File: src/rtl/uart_pkg.sv
// Shared types and helpers for the parametrised UART transmitter.
package uart_pkg;

  typedef enum logic [1:0] {
    PAR_NONE = 2'd0,
    PAR_ODD  = 2'd1,
    PAR_EVEN = 2'd2
  } parity_e;

  typedef enum logic [2:0] {
    ST_IDLE,
    ST_START,
    ST_DATA,
    ST_PARITY,
    ST_STOP
  } tx_state_e;

  localparam int MAX_DATA_BITS = 9;

  // Callers zero-extend narrower words, which leaves the parity of the real bits unchanged.
  function automatic logic calc_parity(input logic [MAX_DATA_BITS-1:0] data, input parity_e parity);
    case (parity)
      PAR_ODD:  return ~^data;
      PAR_EVEN: return ^data;
      default:  return 1'b0;
    endcase
  endfunction

endpackage

File: src/rtl/uart_tx_fifo_param_sync_fifo.sv
// Synchronous FIFO with extra-bit pointers; dout shows the head entry whenever not empty.
module sync_fifo #(
  parameter int WIDTH = 8,
  parameter int DEPTH = 16
) (
  input  logic             clk,
  input  logic             rst,
  input  logic             push,
  input  logic [WIDTH-1:0] din,
  output logic             full,
  input  logic             pop,
  output logic [WIDTH-1:0] dout,
  output logic             empty
);

  localparam int AW = $clog2(DEPTH);

  logic [WIDTH-1:0] mem [DEPTH];
  logic [AW:0]      wr_ptr;
  logic [AW:0]      rd_ptr;

  assign empty = (wr_ptr == rd_ptr);
  assign full  = (wr_ptr[AW] != rd_ptr[AW]) && (wr_ptr[AW-1:0] == rd_ptr[AW-1:0]);
  assign dout  = mem[rd_ptr[AW-1:0]];

  always_ff @(posedge clk) begin
    if (push && !full) mem[wr_ptr[AW-1:0]] <= din;
  end

  always_ff @(posedge clk) begin
    if (rst) begin
      wr_ptr <= '0;
      rd_ptr <= '0;
    end else begin
      if (push && !full) wr_ptr <= wr_ptr + 1'b1;
      if (pop && !empty) rd_ptr <= rd_ptr + 1'b1;
    end
  end

endmodule

File: src/rtl/uart_tx_fifo_param.sv
// Parametrised UART transmitter with valid/ready intake.
// Define UART_TX_FIFO_EN to place a FIFO_DEPTH-entry FIFO in front of the frame FSM.
module uart_tx_fifo_param
  import uart_pkg::*;
#(
  parameter int DATA_BITS  = 8,
  parameter int PARITY     = 0,
  parameter int STOP_BITS  = 1,
  parameter int DIV_W      = 16,
  parameter int FIFO_DEPTH = 16
) (
  input  logic                 clk,
  input  logic                 rst,
  input  logic [DIV_W-1:0]     baud_div,
  input  logic                 s_valid,
  output logic                 s_ready,
  input  logic [DATA_BITS-1:0] s_data,
  output logic                 txd,
  output logic                 active,
  output logic                 done
);

  localparam int                BIT_W      = $clog2(DATA_BITS);
  localparam logic [BIT_W-1:0]  LAST_BIT   = BIT_W'(DATA_BITS - 1);
  localparam logic              LAST_STOP  = (STOP_BITS == 2);
  localparam bit                HAS_PARITY = (PARITY != 0);
  localparam parity_e           PAR_CFG    = parity_e'(PARITY[1:0]);

  if (DATA_BITS < 5 || DATA_BITS > MAX_DATA_BITS) begin : g_bad_data_bits
    $error("uart_tx_fifo_param: DATA_BITS must be 5..9");
  end
  if (PARITY < 0 || PARITY > 2) begin : g_bad_parity
    $error("uart_tx_fifo_param: PARITY must be 0, 1 or 2");
  end
  if (STOP_BITS != 1 && STOP_BITS != 2) begin : g_bad_stop_bits
    $error("uart_tx_fifo_param: STOP_BITS must be 1 or 2");
  end
  if (FIFO_DEPTH < 2 || (FIFO_DEPTH & (FIFO_DEPTH - 1)) != 0) begin : g_bad_fifo_depth
    $error("uart_tx_fifo_param: FIFO_DEPTH must be a power of two >= 2");
  end

  tx_state_e            state;
  logic [DATA_BITS-1:0] shreg;
  logic                 par_q;
  logic [DIV_W-1:0]     div_q;
  logic [DIV_W-1:0]     baud_cnt;
  logic [BIT_W-1:0]     bit_cnt;
  logic                 stop_cnt;
  logic                 ready_q;   // FSM can start a frame: high only in IDLE
  logic                 take;
  logic [DATA_BITS-1:0] word_in;

`ifdef UART_TX_FIFO_EN
  logic                 fifo_full;
  logic                 fifo_empty;
  logic [DATA_BITS-1:0] fifo_dout;

  sync_fifo #(
    .WIDTH (DATA_BITS),
    .DEPTH (FIFO_DEPTH)
  ) u_fifo (
    .clk   (clk),
    .rst   (rst),
    .push  (s_valid && s_ready),
    .din   (s_data),
    .full  (fifo_full),
    .pop   (take),
    .dout  (fifo_dout),
    .empty (fifo_empty)
  );

  // A word pushed into an empty FIFO is only seen by the FSM on the following cycle.
  assign s_ready = !rst && !fifo_full;
  assign take    = ready_q && !fifo_empty;
  assign word_in = fifo_dout;
`else
  assign s_ready = ready_q;
  assign take    = ready_q && s_valid;
  assign word_in = s_data;
`endif

  always_ff @(posedge clk) begin
    if (rst) begin
      state    <= ST_IDLE;
      shreg    <= '0;
      par_q    <= 1'b0;
      div_q    <= '0;
      baud_cnt <= '0;
      bit_cnt  <= '0;
      stop_cnt <= 1'b0;
      ready_q  <= 1'b0;
      txd      <= 1'b1;
      active   <= 1'b0;
      done     <= 1'b0;
    end else begin
      done <= 1'b0;
      if (state == ST_IDLE) begin
        ready_q <= !take;
        if (take) begin
          state    <= ST_START;
          shreg    <= word_in;
          par_q    <= calc_parity(MAX_DATA_BITS'(word_in), PAR_CFG);
          div_q    <= baud_div;
          baud_cnt <= '0;
          txd      <= 1'b0;
          active   <= 1'b1;
        end
      end else if (baud_cnt != div_q) begin
        baud_cnt <= baud_cnt + 1'b1;
      end else begin
        // End of a bit period: choose the next line level.
        baud_cnt <= '0;
        case (state)
          ST_START: begin
            state   <= ST_DATA;
            bit_cnt <= '0;
            txd     <= shreg[0];
          end
          ST_DATA: begin
            if (bit_cnt != LAST_BIT) begin
              bit_cnt <= bit_cnt + 1'b1;
              shreg   <= shreg >> 1;
              txd     <= shreg[1];
            end else if (HAS_PARITY) begin
              state <= ST_PARITY;
              txd   <= par_q;
            end else begin
              state    <= ST_STOP;
              stop_cnt <= 1'b0;
              txd      <= 1'b1;
            end
          end
          ST_PARITY: begin
            state    <= ST_STOP;
            stop_cnt <= 1'b0;
            txd      <= 1'b1;
          end
          ST_STOP: begin
            if (stop_cnt != LAST_STOP) begin
              stop_cnt <= 1'b1;
            end else begin
              state   <= ST_IDLE;
              txd     <= 1'b1;
              active  <= 1'b0;
              done    <= 1'b1;
              ready_q <= 1'b1;
            end
          end
          default: state <= ST_IDLE;
        endcase
      end
    end
  end

endmodule
File: config.mk
export PLATFORM = sky130hd
export DESIGN_NAME = uart_tx_fifo_param
export DESIGN_NICKNAME = d
export VERILOG_FILES = /design/src/rtl/uart_pkg.sv /design/src/rtl/uart_tx_fifo_param_sync_fifo.sv /design/src/rtl/uart_tx_fifo_param.sv
export SDC_FILE = /design/constraint.sdc
export NUM_CORES = 1
export LEC_CHECK = 0
export CELL_PAD_IN_SITES_DETAIL_PLACEMENT = 1
export CELL_PAD_IN_SITES_GLOBAL_PLACEMENT = 1
export CORE_UTILIZATION = 44
export CTS_CLUSTER_DIAMETER = 60
export DETAILED_ROUTE_END_ITERATION = 16
export GPL_TIMING_DRIVEN = 0
export PLACE_DENSITY_LB_ADDON = 0.1
export SLEW_MARGIN = 10
export SYNTH_ARGS = -nofsm -noshare
export SYNTH_HDL_FRONTEND = slang
export SYNTH_SLANG_ARGS = --single-unit
File: constraint.sdc
create_clock -name clk -period 2.8 [get_ports clk]
set_input_delay 0.28 -clock clk [delete_from_list [all_inputs] [get_ports clk]]
set_output_delay 0.28 -clock clk [all_outputs]
set_load 0.02 [all_outputs]
==> results.sh, run 1 <==
export IMPL_cts_tree="built"
export IMPL_powerDensity_mw_per_mm2=805.5
export IMPL_start_kind="flip-flop"
export IMPL_core_area_mm2=0.005540
export IMPL_finalPower_mw=2.445
export IMPL_detail_route_antenna_nets=0
export IMPL_gp_congestion=0.8428
export IMPL_numCtsBuffers=5
export IMPL_drt_met1_wl_mm=3.415
export IMPL_diodes=0
export IMPL_vias=2366
export IMPL_slew_headroom_pct=26.90
export IMPL_drive_gt1_share_pct=9.091
export IMPL_slowest_stage="nor3_1"
export IMPL_route_met3_wl_um=292
export IMPL_p_leak_nw=1.149
export IMPL_die_w_um=78.13
export IMPL_cts_resized=0
export IMPL_netlist_cell_type_count=38
export IMPL_overflow=0
export IMPL_peakVddDrop_mv=0.4214
export IMPL_hold_depth=2
export IMPL_detailed_place_hpwl_mm=5.025
export IMPL_dieArea_mm2=0.006104
export IMPL_syn_avg_cell_area_um2=8.121
export IMPL_finalSetupViolations=0
export IMPL_end_kind="flip-flop"
export IMPL_wl_per_cell_um=16.50
export IMPL_antenna_found_initial=0
export IMPL_crit_type="reg2reg"
export IMPL_cts_hold_buffers=0
export IMPL_fin_crit_ns=2.300
export IMPL_wl_met2_mm=3.157
export IMPL_synthesis_area_mm2=0.002550
export IMPL_clock_path_buffers=2
export IMPL_track_usage_pct=24.66
export IMPL_io_pins=31
export IMPL_worstPathArrival_ns=2.54
export IMPL_max_freq_mhz=434.8
export IMPL_cpMostUsedCell="ha_1"
export IMPL_grt_pass1_wl_mm=11.66
export IMPL_path_delay_family="simple AND/OR/NAND/NOR gates"
export IMPL_drcViolationCount=0
export IMPL_rsz0062_at_grt="no"
export IMPL_start_util_pct=46.03
export IMPL_synthCells=314
export IMPL_clock_skew_ns=0.007761
export IMPL_status="finished clean"
export IMPL_hold_path_class="reg2reg"
export IMPL_num_rows=27
export IMPL_fin_nets=381
export IMPL_drt_initial_drc_count=112
export IMPL_cts_setup_buffers=0
export IMPL_die_y_um=78.13
export IMPL_hold_slack_ns=0.4763
export IMPL_wl_mm=6.995
export IMPL_ys_warn_count=0
export IMPL_grt_pass1_vias=2370
export IMPL_port_buffers=30
export IMPL_clockRootBuffer="clkbuf_8"
export IMPL_yosysSeqAreaShare_pct=39.25
export IMPL_period_share_pct=82.13
export IMPL_required_ns=3.04
export IMPL_cts_sinks=50
export IMPL_maxSlewViolCount=0
export IMPL_synth_edff_count=0
export IMPL_crit_fanout=8
export IMPL_worst_pin_slew_ns=1.088
export IMPL_hold_viol_final=0
export IMPL_crit_buf_inv=0
export IMPL_synth_nets=344
export IMPL_synthArstFlopShare_pct=0
export IMPL_ys_ff_latch=50
export IMPL_clkTransAtPathRegs_ns=0.10
export IMPL_synthFlopType="dfxtp_1"
export IMPL_rr_worst_depth=6
export IMPL_syn_to_final_growth_pct=19.04
export IMPL_crit_chain="ha_1, ha_1, nor3_1, nand2_1, or2_2, a31oi_1"
export IMPL_fillCellCount=709
export IMPL_highest_layer="met4"
export IMPL_via_per_inst=5.580
export IMPL_cts_htree_levels=2
export IMPL_grt_max_degree=16
export IMPL_clk_latency_ns=0.32
export IMPL_setup_tns_ns=0
export IMPL_cp_depth=6
export IMPL_cpPeakStageDelay_ns=0.88
export IMPL_cap_violations=0
export IMPL_drtPass1Iterations=4
[kinds of logic after synthesis]
| kind of cell | count (synthesis) | share of synthesized area, % |
|---|---|---|
| AOI/OAI and AO/OA | 65 | 15.21 |
| xor gates and xnor gates | 20 | 6.870 |
| adders and majority gates | 3 | 1.472 |
| buffers and inverters | 28 | 5.741 |
| DFF | 50 | 39.25 |
| muxes | 8 | 3.140 |
| and+or+nand+nor | 140 | 28.31 |
[worst reg2reg max path, delay by kind of cell (launching register included)]
kind	cells	cell delay (ns)
and+or+nand+nor	3	1.30
DFF	1	0.34
AOI/OAI and AO/OA	1	0.17
adders and majority gates	2	0.44
[sequential cells by signal, indices dropped and copies added, names as in the netlist]
name and count:
baud_cnt 16, state 3, s_ready 1, txd 1
done 1, bit_cnt 3, active 1, shreg 8
div_q 16
[cell type report]
class | count | area (um^2) | share of cell area (%)
multi-input combinational | 236 | 1403 | 46.21
sequential | 50 | 1001 | 32.98
timing repair buffer | 30 | 300.3 | 9.893
buffer | 25 | 135.1 | 4.452
tap | 72 | 90.09 | 2.968
clock buffer | 6 | 82.58 | 2.721
clock inverter | 2 | 12.51 | 0.4122
inverter | 3 | 11.26 | 0.3710
[metal layers]
metal	GRT usage, %	up-vias
li1	-	1177
met1	33.21	1129
met2	39.04	48
met3	4.651	12
met4	9.259	0
met5	0	-
[placed cells by master, fill, tap and decap left out, types with 3 or more instances in the layout]
master,count
xnor2_1,3
buf_2,9
nor3_1,7
nor2_1,9
inv_1,3
o21ai_0,7
or3_1,6
and4_1,3
ha_1,3
or2_2,5
a31oi_1,20
nand2_1,55
buf_4,4
clkdlybuf4s50_1,30
mux2i_1,8
and3_1,8
a21oi_1,27
clkbuf_1,10
nor4_1,4
nand4_1,4
o211ai_1,3
nand2b_1,7
nand3_1,21
xor2_1,17
or2_0,3
clkbuf_8,6
dfxtp_1,50
[report_power, final]
part           total, mW  switching (mW)  internal (mW)
combinational       1.09           0.704          0.387
sequential         0.894          0.0811          0.813
clock              0.461           0.261          0.199
total               2.45            1.05           1.40
[path summary, 6_finish.rpt]
kind / from / endpoint / slack, ns
setup / recovery: bit_cnt[0] / shreg[4] / 0.50
hold / removal: div_q[3] / div_q[3] / 0.48
setup reg to reg: bit_cnt[0] / shreg[4] / 0.50
hold reg to reg: div_q[3] / div_q[3] / 0.48
[Yosys cell counts (5+ instances only)]
library cell	number	area [um^2]
nand2_1	55	206.5
mux2i_1	8	80.08
nand2b_1	7	43.79
a31oi_1	20	125.1
o21ai_0	7	35.03
nand3_1	21	105.1
dfxtp_1	50	1001
or2_2	5	31.28
clkbuf_1	10	37.54
and3_1	8	50.05
xor2_1	17	148.9
nor3_1	7	35.03
nor2_1	9	33.78
a21oi_1	27	135.1
buf_2	9	45.04
or3_1	6	37.54
[through the flow]
| stage | setup slack, ns | cell area [um^2] | std cells | util [%] |
|---|---|---|---|---|
| 6_report | 0.5003 | 3035 | 424 | 54.79 |
| 3_5_place_dp | 0.5183 | 2940 | 416 | 53.07 |
| 5_1_grt | 0.3184 | 3035 | 424 | 54.79 |
| 3_3_place_gp | 0.5027 | 2940 | 416 | 53.07 |
| 2_1_floorplan | 1.071 | 2550 | 314 | - |
| 4_1_cts | 0.5373 | 3035 | 424 | 54.79 |
No activity file was read; power rests on OpenSTA's default activity.
==> run 2, diff against run 1 <==
--- a/config.mk
+++ b/config.mk
@@ -7,7 +7,7 @@
 export LEC_CHECK = 0
 export CELL_PAD_IN_SITES_DETAIL_PLACEMENT = 1
 export CELL_PAD_IN_SITES_GLOBAL_PLACEMENT = 1
-export CORE_UTILIZATION = 44
+export CORE_UTILIZATION = 41
 export CTS_CLUSTER_DIAMETER = 60
 export DETAILED_ROUTE_END_ITERATION = 16
 export GPL_TIMING_DRIVEN = 0
==> constraint.sdc (replaced) <==
create_clock -name clk -period 2.2 [get_ports clk]
set_input_delay 0.22 -clock clk [delete_from_list [all_inputs] [get_ports clk]]
set_output_delay 0.22 -clock clk [all_outputs]
set_load 0.02 [all_outputs]
==> results.sh, run 2 (synthesis gave the netlist of run 1 again) <==
export IMPL_largestRegisters="baud_cnt x16, div_q x16, shreg x8"
export IMPL_diodes=0
export IMPL_clkPwrFrac_pct=17.6
export IMPL_finish_utilization_pct=51.39
export IMPL_drcViolationCount=0
export IMPL_die_y_um=80.87
export IMPL_hold_slack_ns=0.4475
export IMPL_status="finished clean"
export IMPL_via_per_inst=5.533
export IMPL_drtPass1Iterations=4
export IMPL_start_util_pct=42.82
export IMPL_cp_depth=7
export IMPL_finalSetupViolations=0
export IMPL_detail_route_antenna_nets=0
export IMPL_clock_skew_ns=0.007733
export IMPL_swShare_pct=41.81
export IMPL_maxSlewViolCount=0
export IMPL_powerDensity_mw_per_mm2=1018
export IMPL_antenna_found_initial=0
export IMPL_cap_violations=0
export IMPL_grt_max_degree=14
export IMPL_wl_per_cell_um=16.37
export IMPL_port_buffers=30
export IMPL_crit_chain="xor2_1, nor4_2, nand4_1, buf_2, buf_6, or2_0, a31oi_1"
export IMPL_layout_cells_non_filler=428
export IMPL_max_freq_mhz=479.3
export IMPL_track_usage_pct=23.10
export IMPL_crit_fanout=10
export IMPL_final_common_cell="nand2_1"
export IMPL_overflow=0
export IMPL_fin_nets=384
export IMPL_crit_buf_inv=2
export IMPL_p_leak_nw=1.163
export IMPL_cts_sinks=50
export IMPL_end_kind="flip-flop"
export IMPL_finalPower_mw=3.114
export IMPL_cts_htree_levels=2
export IMPL_crit_type="reg2reg"
export IMPL_period_share_pct=94.83
export IMPL_core_area_mm2=0.005956
export IMPL_syn_to_final_growth_pct=20.02
export IMPL_grt_pass1_wl_mm=11.50
export IMPL_comb_power_share_pct=46.0
export IMPL_numCtsBuffers=5
export IMPL_gp_congestion=0.7649
export IMPL_regArea_mm2=0.001001
export IMPL_io_pins=31
export IMPL_drt_initial_drc_count=114
export IMPL_slew_headroom_pct=64.34
export IMPL_worstPathArrival_ns=2.32
export IMPL_slowest_stage="dfxtp_1"
export IMPL_path_delay_family="simple AND/OR/NAND/NOR gates"
export IMPL_p_int_mw=1.812
export IMPL_multiInputGateArea_mm2=0.001414
export IMPL_num_rows=28
export IMPL_r2r_slack_ns=0.11
export IMPL_clock_path_buffers=2
export IMPL_vias=2368
export IMPL_cpPeakStageDelay_ns=0.38
export IMPL_fillCellCount=745
export IMPL_fin_crit_ns=2.086
export IMPL_clk_latency_ns=0.31
export IMPL_clkTransAtPathRegs_ns=0.09
export IMPL_wl_mm=7.006
export IMPL_drive_gt1_share_pct=9.915
export IMPL_p_sw_mw=1.302
export IMPL_required_ns=2.44
export IMPL_seqPwrFrac_pct=36.4
export IMPL_final_cell_mix="55 x nand2_1, 50 x dfxtp_1, 30 x clkdlybuf4s50_1"
export IMPL_peakVddDrop_mv=0.5167
export IMPL_die_w_um=80.87
export IMPL_detailed_place_hpwl_mm=5.060
export IMPL_hold_viol_final=0
export IMPL_clockRootBuffer="clkbuf_8"
export IMPL_worst_pin_slew_ns=0.5348
export IMPL_grt_pass1_vias=2279
export IMPL_hold_path_class="in2reg"
export IMPL_start_kind="flip-flop"
export IMPL_dp_cells=419
export IMPL_dieArea_mm2=0.006539
export IMPL_cts_tree="built"
export IMPL_rr_worst_depth=7
export IMPL_hold_depth=3
## run 2: worst register-to-register path, delay by kind of cell (launching register included)
family	cells	cell delay, ns
AOI/OAI and AO/OA	1	0.18
xor gates and xnor gates	1	0.19
buffers and inverters	2	0.41
DFF	1	0.38
and+or+nand+nor	3	0.85
## run 2: per-stage QoR
step / setup WS (ns) / TNS [ns] / area (um^2)
global route: -0.001862 / -0.003112 / 3060
finish: 0.1138 / 0 / 3060
global placement: -0.04808 / -0.3564 / 2944
CTS: 0.02462 / 0 / 3027
detailed placement: -0.07294 / -0.6311 / 2944
floorplan: 0.4715 / 0 / 2550
## run 2: layout make-up
| type | count | share of cell area, % |
|---|---|---|
| plain buffers | 25 | 4.415 |
| clock buffers | 6 | 2.698 |
| inverters | 3 | 0.3679 |
| multi-input cells | 236 | 46.20 |
| flip-flops and latches | 50 | 32.71 |
| well taps | 75 | 3.066 |
| repair buffers | 33 | 10.55 |
## run 2: final timing paths
path | startpoint | endpoint
max | baud_cnt[2] | shreg[2]
min | baud_div[10] | div_q[10]
max reg2reg | baud_cnt[2] | shreg[2]
min reg2reg | div_q[6] | div_q[6]
## run 2: power groups by stage
| stage | registers (mW) | clock network, mW | logic, mW |
|---|---|---|---|
| 4_1_cts | 1.13 | 0.563 | 1.39 |
| 5_1_grt | 1.15 | 0.595 | 1.58 |
| 3_5_place_dp | 1.15 | 0 | 1.38 |
| 6_report | 1.13 | 0.549 | 1.43 |
| 3_3_place_gp | 1.15 | 0 | 1.35 |
| 2_1_floorplan | 1.15 | 0 | 0.921 |
## run 2: per-layer routing
layer / routed length, um / vias up / track usage (%)
met5: 0 / - / 0
met4: 58 / 0 / 5.357
met3: 296 / 5 / 3.371
met2: 3179 / 51 / 36.72
met1: 3471 / 1129 / 32.78
li1: - / 1183 / -
## run 2: what timing repair did
item	4_1_cts	5_1_grt
buffers inserted	0	3
hold buffers	0	0
resized for setup	0	2
setup endpoints to repair	0	24
==> run 3, diff against run 2 <==
--- a/config.mk
+++ b/config.mk
@@ -10,6 +10,7 @@
 export CORE_UTILIZATION = 41
 export CTS_CLUSTER_DIAMETER = 60
 export DETAILED_ROUTE_END_ITERATION = 16
+export GPL_ROUTABILITY_DRIVEN = 0
 export GPL_TIMING_DRIVEN = 0
 export PLACE_DENSITY_LB_ADDON = 0.1
 export SLEW_MARGIN = 10
==> results of run 3 <==
The final DEF is identical to that of run 2; final timing and power are the same.
